File: src/rtl/movegen_sdram_arbiter.sv
// Round-robin arbiter sharing one SDRAM Avalon-MM master between NUM_REQ move-generator
// accelerators; in-order read responses are steered back through a small ID FIFO.
module movegen_sdram_arbiter #(
  parameter int NUM_REQ         = 4,
  parameter int MAX_OUTSTANDING = 4
) (
  input  logic                    clk,
  input  logic                    rst_n,
  input  logic [NUM_REQ*32-1:0]   req_address,
  input  logic [NUM_REQ-1:0]      req_read,
  input  logic [NUM_REQ-1:0]      req_write,
  input  logic [NUM_REQ*32-1:0]   req_writedata,
  output logic [NUM_REQ-1:0]      req_waitrequest,
  output logic [31:0]             req_readdata,
  output logic [NUM_REQ-1:0]      req_readdatavalid,
  output logic [31:0]             master_address,
  output logic                    master_read,
  output logic                    master_write,
  output logic [31:0]             master_writedata,
  input  logic                    master_waitrequest,
  input  logic [31:0]             master_readdata,
  input  logic                    master_readdatavalid,
  output logic                    err_orphan
);
  localparam int IW = $clog2(NUM_REQ);
  localparam int PW = (MAX_OUTSTANDING > 1) ? $clog2(MAX_OUTSTANDING) : 1;
  localparam int CW = $clog2(MAX_OUTSTANDING + 1);

  typedef enum logic {IDLE, GRANT} state_e;

  state_e        state_q, state_d;
  logic [IW-1:0] rr_ptr_q, rr_ptr_d, gnt_id_q, gnt_id_d;
  logic [PW-1:0] wr_ptr_q, wr_ptr_d, rd_ptr_q, rd_ptr_d;
  logic [CW-1:0] count_q, count_d;
  logic          err_q, err_d;
  logic [IW-1:0] fifo_q [MAX_OUTSTANDING];

  logic [NUM_REQ-1:0] act;
  logic               full, g_wr, g_rd, push, pop, found;
  logic [IW-1:0]      pick;

  assign act          = req_read | req_write;
  assign full         = (count_q == CW'(MAX_OUTSTANDING));
  // read+write together is treated as a write
  assign g_wr         = req_write[gnt_id_q];
  assign g_rd         = req_read[gnt_id_q] & ~g_wr;
  assign pop          = master_readdatavalid & (count_q != '0);
  assign req_readdata = master_readdata;
  assign err_orphan   = err_q;

  // first active requester at or after rr_ptr
  always_comb begin
    pick  = rr_ptr_q;
    found = 1'b0;
    for (int k = 0; k < NUM_REQ; k++) begin
      if (!found && act[(int'(rr_ptr_q) + k) % NUM_REQ]) begin
        pick  = IW'((int'(rr_ptr_q) + k) % NUM_REQ);
        found = 1'b1;
      end
    end
  end

  always_comb begin
    master_address   = '0;
    master_writedata = '0;
    master_read      = 1'b0;
    master_write     = 1'b0;
    req_waitrequest  = '1;
    if (state_q == GRANT) begin
      master_address            = req_address[int'(gnt_id_q)*32 +: 32];
      master_writedata          = req_writedata[int'(gnt_id_q)*32 +: 32];
      master_write              = g_wr;
      master_read               = g_rd & ~full;
      req_waitrequest[gnt_id_q] = master_waitrequest | (g_rd & full);
    end
  end

  always_comb begin
    state_d  = state_q;
    rr_ptr_d = rr_ptr_q;
    gnt_id_d = gnt_id_q;
    push     = 1'b0;
    case (state_q)
      IDLE: begin
        if (found) begin
          gnt_id_d = pick;
          state_d  = GRANT;
        end
      end
      GRANT: begin
        if ((master_read | master_write) & ~master_waitrequest) begin
          rr_ptr_d = (gnt_id_q == IW'(NUM_REQ - 1)) ? '0 : gnt_id_q + IW'(1);
          push     = master_read;
          state_d  = IDLE;
        end else if (!(g_rd | g_wr)) begin
          state_d  = IDLE;
        end
      end
    endcase
  end

  always_comb begin
    wr_ptr_d = wr_ptr_q + PW'(push);
    rd_ptr_d = rd_ptr_q + PW'(pop);
    count_d  = count_q + CW'(push) - CW'(pop);
    err_d    = err_q | (master_readdatavalid & (count_q == '0));
  end

  always_comb begin
    req_readdatavalid = '0;
    if (pop) req_readdatavalid[fifo_q[rd_ptr_q]] = 1'b1;
  end

  always_ff @(posedge clk or negedge rst_n) begin
    if (!rst_n) begin
      state_q  <= IDLE;
      rr_ptr_q <= '0;
      gnt_id_q <= '0;
      wr_ptr_q <= '0;
      rd_ptr_q <= '0;
      count_q  <= '0;
      err_q    <= 1'b0;
      for (int i = 0; i < MAX_OUTSTANDING; i++) fifo_q[i] <= '0;
    end else begin
      state_q  <= state_d;
      rr_ptr_q <= rr_ptr_d;
      gnt_id_q <= gnt_id_d;
      wr_ptr_q <= wr_ptr_d;
      rd_ptr_q <= rd_ptr_d;
      count_q  <= count_d;
      err_q    <= err_d;
      if (push) fifo_q[wr_ptr_q] <= gnt_id_q;
    end
  end
endmodule

File: config.mk
export PLATFORM = sky130hd
export DESIGN_NAME = movegen_sdram_arbiter
export DESIGN_NICKNAME = d
export VERILOG_FILES = /design/src/rtl/movegen_sdram_arbiter.sv
export SDC_FILE = /design/constraint.sdc
export NUM_CORES = 1
export LEC_CHECK = 0
export BUFFER_PORTS_ARGS = -buffer_cell sky130_fd_sc_hd__buf_4
export CORE_AREA = 3 3 156 158
export DETAILED_ROUTE_END_ITERATION = 12
export DIE_AREA = 0 0 159 161
export PLACE_DENSITY_LB_ADDON = 0.3
export SETUP_SLACK_MARGIN = 0.3
export SLEW_MARGIN = 10
export SYNTH_ARGS = -nofsm -noshare
export SYNTH_HDL_FRONTEND = slang
export SYNTH_SLANG_ARGS = --single-unit
File: constraint.sdc
create_clock -name clk -period 3.25 [get_ports clk]
set_clock_uncertainty 0.05 [all_clocks]
set_input_delay 0.1625 -clock clk [delete_from_list [all_inputs] [get_ports clk]]
set_output_delay 0.1625 -clock clk [all_outputs]
set_load 0.1 [all_outputs]
* Word-level counts from Yosys, hierarchy flattened
Index checks and enable logic that the tools add are counted.
** Storage, ports and cells
- Register bits :: 21
- Latch bits :: 0
- Bits in writable memories :: 0
- ROM bits :: 0
- Bits of input ports :: 300
- Output and inout bits :: 107
- Word-level logic and storage cells :: 117
- Memories :: 0
** Cells by class
- Add/sub/neg operators :: 8
- Multiply operators :: 0
- Div/mod/pow operators :: 0
- Magnitude comparators :: 11
- Equality and inequality tests :: 2
- Shifts and indexed selects :: 2
- Muxes and demuxes :: 45
- Bitwise operators :: 22
- Reduce and logical (&&, ||, !) cells :: 16
** Operators with widths (count)
- $shiftx 128x8->32 :: 2
- $mux 32 :: 2
- $mux 1 :: 22
- $mux 2 :: 7
- $bmux 1 s2 :: 6
- $lt 3x4->1 const B :: 3
- $lt 2x3->1 const B :: 3
- $bwmux 8 :: 1
- $mux 4 :: 2
- $or 4x4->4 :: 2
- $and 1x1->1 :: 6
- $ge 3x3->1 const B :: 2
- $logic_and 1x1->1 :: 6
- $not 2->3 :: 2
- $reduce_or 2->1 :: 3
- $add 2x1->2 :: 2
- $add 2x1->2 const B :: 2
- $add 2x2->2 const B :: 2
- $bmux 2 s2 :: 1
- $demux 1 s2 :: 2
- $demux 2 s2 :: 1
- $ge 2x1->1 const B :: 2
- $not 1->1 :: 4
- $not 4->4 :: 1
- 12 further kinds :: 20

* Longest topological paths before layout
Gate-level depths: netlist (run 1).
- Depth in word-level cells :: 16
- Depth in mapped cells :: 10
- Mapped depth without buffers :: 9

* Least setup slack after synthesis (run 1)
No wires, ideal clock.
- Kind :: flip-flop to output port
- Start :: register rd_ptr_q[0]
- End :: output port req_readdatavalid[2]
- Data arrival time :: 3.155 ns
- Required time :: 3.037 ns
- Slack :: -0.117 ns
- Cell stages (with the launch flop) :: 3
- Buffers on the path :: 0
- Path through :: dfrtp_1 > mux4_2 > nor3b_1
** Between the ends
- Word-level cells in the longest chain between the ends :: 9
- Elaborated cells between the ends (all ways) :: 10
- Those cells by class :: order compare: 2; mux: 6; bitwise: 1; reduce/logical: 1
** RTL lines
- from (decl) :: RTL line 33 : logic [PW-1:0] wr_ptr_q, wr_ptr_d, rd_ptr_q, rd_ptr_d;
- from (signal assigned) :: RTL line 129 : rd_ptr_q <= rd_ptr_d;
- $not 2->3 (not written as such) (*) :: RTL line 111 : if (pop) req_readdatavalid[fifo_q[rd_ptr_q]] = 1'b1;
- $bmux 2 s2 (*) :: RTL line 111
- $mux 2 (not written as such) (*) (2 in a row) :: RTL line 111
- $lt 2x3->1 (not written as such) / $ge 2x1->1 (equally long branches) :: RTL line 111
- $logic_and 1x1->1 (not written as such) :: RTL line 111
- $mux 1 (not written as such) :: RTL line 111
- $demux 1 s2 (*) :: RTL line 111
- $mux 4 (*) :: RTL line 111
- to (decl) :: RTL line 15 : output logic [NUM_REQ-1:0] req_readdatavalid,
Mark *: on every way between the ends. The rest lies on a longest branch, timed or not. The select of a mux whose other input is x is not followed.

* Final worst setup path (run 1)
- Start :: register gnt_id_q[0]
- End :: register count_q[2]
** Between the ends
- Word-level cells in the longest chain between the ends :: 12
- Elaborated cells between the ends (all ways) :: 15
- Those cells by class :: add/sub: 2; mux: 8; bitwise: 5
** RTL lines
- from (decl) :: RTL line 32 : logic [IW-1:0] rr_ptr_q, rr_ptr_d, gnt_id_q, gnt_id_d;
- from (signal assigned) :: RTL line 127 : gnt_id_q <= gnt_id_d;
- $bmux 1 s2 :: RTL line 45 : assign g_wr = req_write[gnt_id_q];
- $mux 1 (not written as such) :: RTL line 45
- $not 1->1 :: RTL line 46 : assign g_rd = req_read[gnt_id_q] & ~g_wr;
- $and 1x1->1 :: RTL line 46
- $and 1x1->1 :: RTL line 73 : master_read = g_rd & ~full;
- $mux 1 :: RTL line 69 : if (state_q == GRANT) begin
- $or 1x1->1 :: RTL line 91 : if ((master_read | master_write) & ~master_waitrequest) begin
- $and 1x1->1 :: RTL line 91
- $mux 1 (*) :: RTL line 91
- $mux 1 (*) :: RTL line 83 : case (state_q)
- $add 3x1->3 (*) :: RTL line 105 : count_d = count_q + CW'(push) - CW'(pop);
- $sub 3x1->3 (*) :: RTL line 105
- net count_d[2] :: RTL line 34 : logic [CW-1:0] count_q, count_d;
- to (signal assigned) :: RTL line 130 : count_q <= count_d;
- to (decl) :: RTL line 34
The timed path passes the listed nets; every way through them passes the cells marked *. The select of a mux whose other input is x is not followed.
A chain may end at the register's enable or synchronous reset.

==> summary.md, run 1 <==
| Metric | Value |
|---|---|
| Post-route setup slack | 0.481 ns |
| Number of port buffers | 342 |
| Post-synthesis instance area | 3410 um2 |
| Hold EP | err_orphan |
| Largest family of logic cells by synthesized area | multiplexers |
| Final setup fails | 0 |
| Post-DP HPWL | 14100 um |
| Multiplexer area fraction after synthesis | 0.482 |
| Root buf cell | clkbuf_16 |
| Least-Margin Pin Slew | 0.789 ns |
| Post-Synth Simple-Gate Area | 0.173 |
| Clock Tree Buf Depth | 2 |
| Setup total negative slack | 0 ns |
| Critical path's largest stage delay | 0.58 ns |
| Number of core rows | 56 |
| Initial antenna violation count | 1 |
| Setup Buffers After CTS | 0 |
| Crit end category | register |
| Final ANT Viol Nets | 0 |
| Area Overhead vs Synth | 81.3% |
| Worst setup path class | reg -> reg |
| Pwr dens | 1230 nW/um2 |
| CTS Sinks | 21 |
| Hold Crit Class | in -> reg |
| FF+latch area | 534 um2 |
| Worst r2r dst | count_q[2] |
| RSZ-0062 raised after global routing | no |
| Syn Inst Count | 290 |
| Die footprint | 25600 um2 |
| Gr usage total | 0.119 |
| Part of the Yosys area used for sequential elements | 0.154 |
| Peak supply drop | 0.626 mV |
| Synth Area in Compound Gates | 0.0352 |
| Final hold vios | 0 |
| Non-Filler Instances | 907 |
| Fillers | 2499 |
| FF-to-FF setup slack | 0.48 ns |
| Cell Count Post-Placement | 901 |
| Global placement routability congestion | 0.857 |
| Slowest-stage cell, CP | mux4_2 |
| Largest net degree at the start of global routing | 71 |
| Core area | 23300 um2 |
| Synth Warn # | 0 |
| Reg2Reg Depth | 9 |
| CTS tree | yes |
| P_leak | 2.84 nW |
| Hold depth | 2 |
| Hold Startpoint | master_readdatavalid |
| Crit-path max FO | 6 |
| Total CTS buffers | 3 |
| DR pass1 iterations | 4 |
| CP startpoint kind | register |
| Placement Setup Slack | 0.475 ns |
| Max H-tree Level | 1 |
| Syn_nets | 599 |
| WP buf/inv | 1 |
| CP arrival | 2.90 ns |
| Final worst path period share | 0.852 |
| Starting density of the core | 0.147 |
| CP delay by family, top | adder cells |
| Required time of the critical path | 3.38 ns |
| Crit-path cells | mux4_2 > nor3b_4 > nand2_1 > ha_1 > inv_1 > ha_1 > fa_1 > xnor2_1 > xnor2_1 |
| Yosys cell types | 38 |
| First-pass GRT wire length | 23900 um |
| Skew-Pair Late Insertion Delay | 0.26 ns |
| Status | finished clean |
| Starting DRC count in detailed routing | 108 |
| Final #Nets | 897 |
| Vias per inst | 4.02 |
| Max Fclk | 361 MHz |
| Die height | 161 um |
| Routed WL | 16500 um |
| CTS resizes | 0 |
| Die Wd | 159 um |
| Slew Limit Fails | 0 |
| DR WL/cell | 18.2 um |
| Syn Area/Cell | 11.8 um2 |
| Residual DRC | 0 |
| Total of max-cap violations | 0 |
| Post-synthesis register bit count | 21 |
| Minimum hold slack | 0.0831 ns |
| Worst reg2reg startpoint | gnt_id_q[0] |
| GRT overflow | 0 |
| Layout cells sized above 1 | 0.741 |
| Multi-input logic area | 2520 um2 |
| Clk pin slew, worst setup/hold paths | 0.06 ns |
| # IOs | 407 |
| Synth Area in XOR/XNOR | 0.0103 |
| Via count | 3648 |
| Post-route minimum period | 2.77 ns |
| Post-Synth Adder-Cell Area | 0.0352 |
| Vias in the first global route | 3886 |
| Slew margin rel. | 0.474 |
==> layer usage <==
metal | share of wire | up-vias | track usage
met3 | 0.072 | 10 | 0.0333
li1 | - | 1670 | -
met1 | 0.43 | 1779 | 0.157
met2 | 0.49 | 189 | 0.199
met4 | 0.0065 | 0 | 0.0179
met5 | 0 | - | 0
==> how the worst max path moves through the flow <==
stage | from | to | slack [ns] | cells after the start
4_1_cts | gnt_id_q[0] | count_q[2] | 0.46 | 9
2_1_floorplan | gnt_id_q[0] | count_q[2] | 0.56 | 10
3_3_place_gp | gnt_id_q[0] | count_q[2] | 0.48 | 9
5_1_grt | gnt_id_q[0] | count_q[2] | 0.33 | 9
6_report | gnt_id_q[0] | count_q[2] | 0.48 | 9
3_5_place_dp | gnt_id_q[0] | count_q[2] | 0.48 | 9
==> synthesized netlist by cell type, drive strengths merged <==
cell,number,area share
a21o,1,0.0022
a21oi,3,0.0044
a31oi,1,0.0018
a32oi,1,0.0026
a41oi,1,0.0026
and2,66,0.12
and3,1,0.0018
and4,1,0.0026
buf,41,0.085
clkbuf,14,0.015
dfrtp,21,0.15
fa,1,0.0059
ha,8,0.029
inv,9,0.0099
mux2,9,0.030
mux2i,1,0.0029
mux4,68,0.45
nand2,8,0.0088
nand2b,2,0.0037
nand3b,2,0.0044
nand4b,2,0.0051
nor2,6,0.0066
nor2b,1,0.0018
nor3,3,0.0044
nor3b,3,0.0099
o21a,1,0.0022
o21ai,6,0.0088
o2bb2ai,1,0.0026
o32a,1,0.0029
o32ai,1,0.0026
o41ai,1,0.0026
or3b,1,0.0026
xnor2,2,0.0051
xor2,2,0.0051
==> flip-flops by register name, indices dropped and copies added, names as in the netlist <==
register and count:
rr_ptr_q 2, count_q 3, state_q 1, wr_ptr_q 2
gnt_id_q 2, rd_ptr_q 2, fifo_q 8, err_orphan 1
==> per-stage QoR <==
stage          total power, mW  instance area, um2   util
4_1_cts                   7.68                6180  0.266
2_1_floorplan             6.16                3420      -
6_report                  7.60                6180  0.266
3_5_place_dp              7.41                6090  0.262
5_1_grt                   7.92                6180  0.266
3_3_place_gp              7.40                6090  0.262
==> where the power goes <==
part / switching, mW / internal, mW / leakage [nW]
Clock: 0.0953 / 0.165 / 0.0409
Sequential: 0.114 / 0.397 / 0.254
Combinational: 4.85 / 1.98 / 2.55
Total: 5.06 / 2.54 / 2.84
==> repair_timing <==
action / CTS / global route
hold buffers: 1 / 0
endpoints found under the setup margin: 0 / 0
hold endpoints to repair: 21 / 0
==> area by class of cell <==
cell class,instances,area share
antenna,1,0.000405
clock buffer,3,0.0121
inverter,9,0.00546
tap,319,0.0646
clock inverter,1,0.000810
timing repair buffer,348,0.423
sequential,21,0.0864
multi-input combinational,205,0.407
==> worst register-to-register path: cells and delay by family (launching register included) <==
| kind | cells | cell delay (ns) |
|---|---|---|
| xor+xnor | 2 | 0.31 |
| fa+ha+maj | 3 | 0.85 |
| simple gates | 2 | 0.43 |
| buf+inv | 1 | 0.04 |
| mux | 1 | 0.58 |
| flops | 1 | 0.44 |
==> cells by family (layout without fill, tap and decap cells) <==
logic type               Yosys count  in the layout
XOR/XNOR                           4              4
AO/OA/AOI/OAI                     18             18
AND/OR/NAND/NOR                   96             96
adder cells (fa/ha/maj)            9              9
other                              0              1
buffers and inverters             64            361
multiplexers                      78             78
flip-flops                        21             21
==> cells in the final DEF, fill, tap and decap left out, drive strengths merged, types with 2 or more instances in the layout <==
cell type / n
dfrtp: 21
buf: 347
a21oi: 3
o21ai: 6
mux2: 9
xnor2: 2
nand3b: 2
nor3b: 3
nor3: 3
clkbuf: 3
ha: 8
nand2: 8
nand4b: 2
nor2: 6
and2: 66
nand2b: 2
inv: 9
xor2: 2
mux4: 68
No activity file was read; power rests on OpenSTA's default activity.
==> inputs of run 2 (changes only) <==
--- a/config.mk
+++ b/config.mk
@@ -10,6 +10,7 @@
 export DETAILED_ROUTE_END_ITERATION = 12
 export DIE_AREA = 0 0 159 161
 export PLACE_DENSITY_LB_ADDON = 0.3
+export RECOVER_POWER = 25
 export SETUP_SLACK_MARGIN = 0.3
 export SLEW_MARGIN = 10
 export SYNTH_ARGS = -nofsm -noshare
==> run 2 against run 1 <==
Compared with the run above: critical endpoint unchanged; hold slack hardly changed; clock power hardly changed; largest power group unchanged; non-clock buffer count is the same; utilization barely moved.
==> summary.md, run 2 (same netlist as run 1, synthesis figures left out) <==
| Metric | Value |
|---|---|
| Max Fclk | 361 MHz (unchanged) |
| Leading cell type in the layout, fill and taps excluded | buf_4 |
| Final setup fails | 0 (unchanged) |
| Vias per inst | 4.03 (+0.14%) |
| Peak supply drop | 0.626 mV (about the same) |
| NetSw | 5.06 mW (about the same) |
| Die footprint | 25600 um2 (unchanged) |
| Worst setup path class | reg -> reg |
| Hold depth | 2 (unchanged) |
| DR WL/cell | 18.2 um (about the same) |
| Skew-Pair Late Insertion Delay | 0.26 ns (about the same) |
| GRT overflow | 0 (unchanged) |
| Largest net degree at the start of global routing | 71 (unchanged) |
| Core area | 23300 um2 (unchanged) |
| Vias in the first global route | 3886 (unchanged) |
| Sequential share of power | 0.067 (about the same) |
| Status | finished clean |
| Clock share of power | 0.034 (about the same) |
| Multi-input logic area | 2520 um2 (unchanged) |
| Die height | 161 um (unchanged) |
| Crit path from | gnt_id_q[0] |
| Fillers | 2501 (+0.080%) |
| Placement Setup Slack | 0.475 ns (unchanged) |
| DR pass1 iterations | 4 (unchanged) |
| Top reg by flops | fifo_q |
| Final worst path period share | 0.852 (unchanged) |
| Slew margin rel. | 0.223 (-0.251) |
| Global placement routability congestion | 0.857 (unchanged) |
| Starting density of the core | 0.147 (unchanged) |
| Hold Startpoint | master_readdatavalid |
| Clock Tree Buf Depth | 2 (unchanged) |
| Final hold vios | 0 (unchanged) |
| Root buf cell | clkbuf_16 |
| CTS tree | yes |
| Layout cells sized above 1 | 0.739 (-0.00170) |
| First-pass GRT wire length | 23900 um (unchanged) |
| Most frequent cells in the layout | buf_4 (346), mux4_2 (68), and2_1 (66), dfrtp_1 (18) |
| Via count | 3653 (+0.14%) |
| Sw Share | 0.666 (about the same) |
| Worst r2r dst | count_q[2] |
| Routed WL | 16500 um (about the same) |
| Hold EP | err_orphan |
| Number of port buffers | 342 (unchanged) |
| Die Wd | 159 um (unchanged) |
| Largest regs | fifo_q x8, count_q x3 |
| Post-route setup slack | 0.481 ns (unchanged) |
| # IOs | 407 (unchanged) |
| Clk pin slew, worst setup/hold paths | 0.06 ns (about the same) |
| CP arrival | 2.90 ns (about the same) |
| Final #Nets | 897 (unchanged) |
| Max H-tree Level | 1 (unchanged) |
| Crit-path max FO | 6 (unchanged) |
| Area Overhead vs Synth | 81.2% (about the same) |
| Pint | 2.54 mW (about the same) |
| Setup total negative slack | 0 ns (unchanged) |
| Max reg flops | 8 (unchanged) |
| Worst reg2reg startpoint | gnt_id_q[0] |
| Required time of the critical path | 3.38 ns (about the same) |
| Total of max-cap violations | 0 (unchanged) |
| Residual DRC | 0 (unchanged) |
| Crit end category | register |
| Post-DP HPWL | 14100 um (unchanged) |
| Starting DRC count in detailed routing | 116 (+7.4%) |
| Number of core rows | 56 (unchanged) |
| Pwr dens | 1230 nW/um2 (about the same) |
| Gr usage total | 0.119 (unchanged) |
| FF-to-FF setup slack | 0.48 ns (about the same) |
| CTS Sinks | 21 (unchanged) |
| Final ANT Viol Nets | 0 (unchanged) |
| P_leak | 2.84 nW (-0.13%) |
| Least-Margin Pin Slew | 1.17 ns (+0.376 ns) |
| Reg2Reg Depth | 9 (unchanged) |
| Post-route minimum period | 2.77 ns (unchanged) |
| FF+latch area | 534 um2 (unchanged) |
| RSZ-0062 raised after global routing | no |
| Initial antenna violation count | 1 (unchanged) |
| Combinational power share | 0.899 (about the same) |
| CTS resizes | 0 (unchanged) |
| Slew Limit Fails | 0 (unchanged) |
| CP startpoint kind | register |
| Total CTS buffers | 3 (unchanged) |
| Hold Crit Class | in -> reg |
## run 2: cell types whose count changed in the layout (fill, tap and decap cells not counted)
cell      change
clkbuf_1      +1
buf_4         -1
## run 2: per-layer routing
metal	track usage	routed length (um)	up-vias
met5	0	0	-
met4	0.0179	108	0
met3	0.0333	1190	10
met2	0.199	8130	188
met1	0.157	7120	1785
li1	-	-	1670
## run 2: power by group through the flow
| stage | Clock (mW) | Combinational (mW) | Sequential (mW) |
|---|---|---|---|
| floorplan | 0 | 5.64 | 0.520 |
| global placement | 0 | 6.88 | 0.516 |
| detailed placement | 0 | 6.89 | 0.515 |
| CTS | 0.273 | 6.90 | 0.512 |
| global route | 0.283 | 7.11 | 0.530 |
| finish | 0.260 | 6.83 | 0.510 |
## run 2: layout make-up
| class | instances | area share |
|---|---|---|
| well taps | 319 | 0.0646 |
| clock buffers | 3 | 0.0122 |
| inverters | 9 | 0.00547 |
| multi-input cells | 205 | 0.407 |
| flip-flops and latches | 21 | 0.0865 |
| repair buffers | 348 | 0.423 |
| clock inverters | 1 | 0.000810 |
| diodes | 1 | 0.000405 |
## run 2: critical path, cell delays in order, from the launching register on
cell and delay, ns:
dfrtp_4 0.44, mux4_2 0.58, nor3b_4 0.31, nand2_1 0.12
ha_1 0.29, inv_1 0.04, ha_1 0.18, fa_1 0.37
xnor2_1 0.18, xnor2_1 0.13
## run 2: worst max path at each step
stage	slack [ns]	endpoint
floorplan	0.56	count_q[2]
global placement	0.48	count_q[2]
detailed placement	0.48	count_q[2]
CTS	0.46	count_q[2]
global route	0.33	count_q[2]
finish	0.48	count_q[2]
## run 2: timing repair
item,4_1_cts,5_1_grt
endpoints found under the hold margin,21,0
buffers inserted,0,0
hold buffers,1,0
## run 2: metrics by stage
step                power, mW  hold slack (ns)   util  instance area, um2  std cells
global placement         7.40           0.0227  0.262                6090        901
CTS                      7.68           0.0801  0.266                6180        906
global route             7.92           0.0827  0.266                6180        907
finish                   7.60           0.0831  0.266                6180        907
detailed placement       7.41           0.0210  0.262                6090        901
floorplan                6.16           -0.183      -                3420        290
==> inputs of run 3 (changes only) <==
--- a/config.mk
+++ b/config.mk
@@ -9,7 +9,7 @@
 export CORE_AREA = 3 3 156 158
 export DETAILED_ROUTE_END_ITERATION = 12
 export DIE_AREA = 0 0 159 161
-export PLACE_DENSITY_LB_ADDON = 0.3
+export PLACE_DENSITY = 0.4
 export RECOVER_POWER = 25
 export SETUP_SLACK_MARGIN = 0.3
 export SLEW_MARGIN = 10
==> run 3 against run 2 <==
Compared with the run above: maximum frequency up 0.34%; critical path depth stayed put; non-clock buffer count is 1 higher; clock power up 2%; die area is the same; critical path type unchanged; largest power group unchanged; highest routed layer is now met5.
==> summary.md, run 3 (same netlist as run 1, synthesis figures left out) <==
| Metric | Value |
|---|---|
| Largest net degree at the start of global routing | 47 (-34%) |
| Final #Nets | 898 (+0.11%) |
| CTS resizes | 0 (unchanged) |
| Largest regs | fifo_q x8, count_q x3 |
| GRT overflow | 0 (unchanged) |
| Area Overhead vs Synth | 81.5% |
| Peak supply drop | 0.697 mV (+11%) |
| Power, Total | 7.59 mW (about the same) |
| Post-DP HPWL | 14600 um (+4.0%) |
| CP arrival | 2.89 ns (about the same) |
| First-pass GRT wire length | 24700 um (+3.6%) |
| Global placement routability congestion | 0.849 (-0.88%) |
| Max Fclk | 362 MHz (+0.34%) |
| Max reg flops | 8 (unchanged) |
| Sw Share | 0.665 (-0.000971) |
| Leading cell type in the layout, fill and taps excluded | buf_4 |
| Final ANT Viol Nets | 0 (unchanged) |
| Post-route minimum period | 2.76 ns (-0.00941 ns) |
| Vias in the first global route | 4125 (+6.2%) |
| Final worst path period share | 0.849 (-0.00290) |
| Max H-tree Level | 1 (unchanged) |
| Layout cells sized above 1 | 0.740 (about the same) |
| Placed instance area | 6090 um2 (unchanged) |
| Skew-Pair Late Insertion Delay | 0.25 ns (about the same) |
| Routed WL | 17200 um (+3.9%) |
| Final setup fails | 0 (unchanged) |
| CTS Sinks | 21 (unchanged) |
| Die height | 161 um (unchanged) |
| CP startpoint kind | register |
| DR WL/cell | 18.9 um (+3.6%) |
| P_leak | 2.85 nW (+0.18%) |
| RSZ-0062 raised after global routing | no |
| Via count | 3739 (+2.4%) |
| Least-Margin Pin Slew | 1.19 ns (+0.0280 ns) |
| Core area | 23300 um2 (unchanged) |
| Initial antenna violation count | 3 (+2) |
| Sequential share of power | 0.073 (+0.006) |
| Pint | 2.55 mW (+0.24%) |
| Slew Limit Fails | 0 (unchanged) |
| Status | finished clean |
| Starting DRC count in detailed routing | 123 (+6.0%) |
| Total of max-cap violations | 0 (unchanged) |
| Layout Utilization | 0.266 (+0.000430) |
| # IOs | 407 (unchanged) |
| Final hold vios | 0 (unchanged) |
| Crit-path max FO | 5 (-1) |
| NetSw | 5.05 mW (-0.20%) |
| Required time of the critical path | 3.38 ns (about the same) |
| CTS tree | yes |
| Starting density of the core | 0.147 (unchanged) |
| Hold Crit Class | in -> reg |
| Design Area, Final | 6190 um2 (+0.16%) |
| Combinational power share | 0.892 (-0.007) |
| Setup total negative slack | 0 ns (unchanged) |
| Gr usage total | 0.122 (+0.00353) |
| Residual DRC | 0 (unchanged) |
| Clk pin slew, worst setup/hold paths | 0.06 ns (about the same) |
| Die Wd | 159 um (unchanged) |
| Slew margin rel. | 0.204 (-0.0186) |
| Most frequent cells in the layout | buf_4 (347), mux4_2 (68), and2_1 (66), dfrtp_1 (18) |
| Number of core rows | 56 (unchanged) |
| Clock Tree Buf Depth | 2 (unchanged) |
| Fillers | 2542 (+1.6%) |
| Total CTS buffers | 3 (unchanged) |
| Crit end category | register |
| Root buf cell | clkbuf_16 |
| Top reg by flops | fifo_q |
| Pwr dens | 1230 nW/um2 (-0.21%) |
| Worst setup path class | reg -> reg |
| Number of port buffers | 342 (unchanged) |
| Die footprint | 25600 um2 (unchanged) |
| DR pass1 iterations | 4 (unchanged) |
| Clock share of power | 0.035 (about the same) |
| Vias per inst | 4.11 (+2.1%) |
## run 3: changes by cell type in the layout (fill, tap and decap cells not counted)
cell / delta
diode_2: +1
buf_4: +1
## run 3: per-layer routing
layer	share of wire	GRT usage	vias to the layer above
li1	-	-	1678
met1	0.39	0.145	1851
met2	0.52	0.221	190
met3	0.072	0.0362	18
met4	0.012	0.0247	2
met5	0.00041	0	-
## run 3: power groups by stage
stage,combinational (mW),clock (mW),sequential (mW)
after CTS,6.86,0.274,0.559
after detailed placement,6.84,0,0.561
after global routing,7.05,0.287,0.579
after floorplan,5.64,0,0.520
after global placement,6.83,0,0.554
final,6.77,0.264,0.557
## run 3: critical path: stages (launching register included)
cell	delay, ns
dfrtp_4	0.44
mux4_2	0.58
nor3b_4	0.29
nand2_1	0.11
ha_1	0.29
inv_1	0.04
ha_1	0.18
fa_1	0.37
xnor2_1	0.19
xnor2_1	0.14
## run 3: repair_timing
action                                 in CTS  in global routing
setup endpoints to repair                   0                  1
hold buffers                                1                  0
setup buffers                               0                  1
endpoints found under the hold margin      21                  0
## run 3: path summary, 6_finish.rpt
kind	start	endpoint	slack [ns]	cells after the start
setup / recovery	gnt_id_q[0]	count_q[2]	0.49	9
hold / removal	master_readdatavalid	err_orphan	0.07	2
setup reg to reg	gnt_id_q[0]	count_q[2]	0.49	9
hold reg to reg	err_orphan	err_orphan	0.41	1
max in group asynchronous	rst_n	gnt_id_q[1]	1.67	2
min in group asynchronous	rst_n	fifo_q[1]	0.62	2
## run 3: layout make-up
class,count,area [um2],area share
Clock inverter,1,5.00,0.000809
Multi-Input combinational cell,205,2520,0.407
Sequential cell,21,534,0.0863
Tap cell,319,399,0.0645
Inverter,9,33.8,0.00546
Timing Repair Buffer,349,2620,0.423
Antenna cell,2,5.00,0.000809
Clock buffer,3,75.1,0.0121
## run 3: through the flow
| step | setup WS (ns) | hold slack [ns] | std cells |
|---|---|---|---|
| after floorplan | 0.556 | -0.183 | 290 |
| after global placement | 0.495 | 0.0142 | 901 |
| after detailed placement | 0.474 | 0.0178 | 901 |
| after CTS | 0.440 | 0.0750 | 906 |
| after global routing | 0.304 | 0.0831 | 909 |
| final | 0.490 | 0.0745 | 909 |
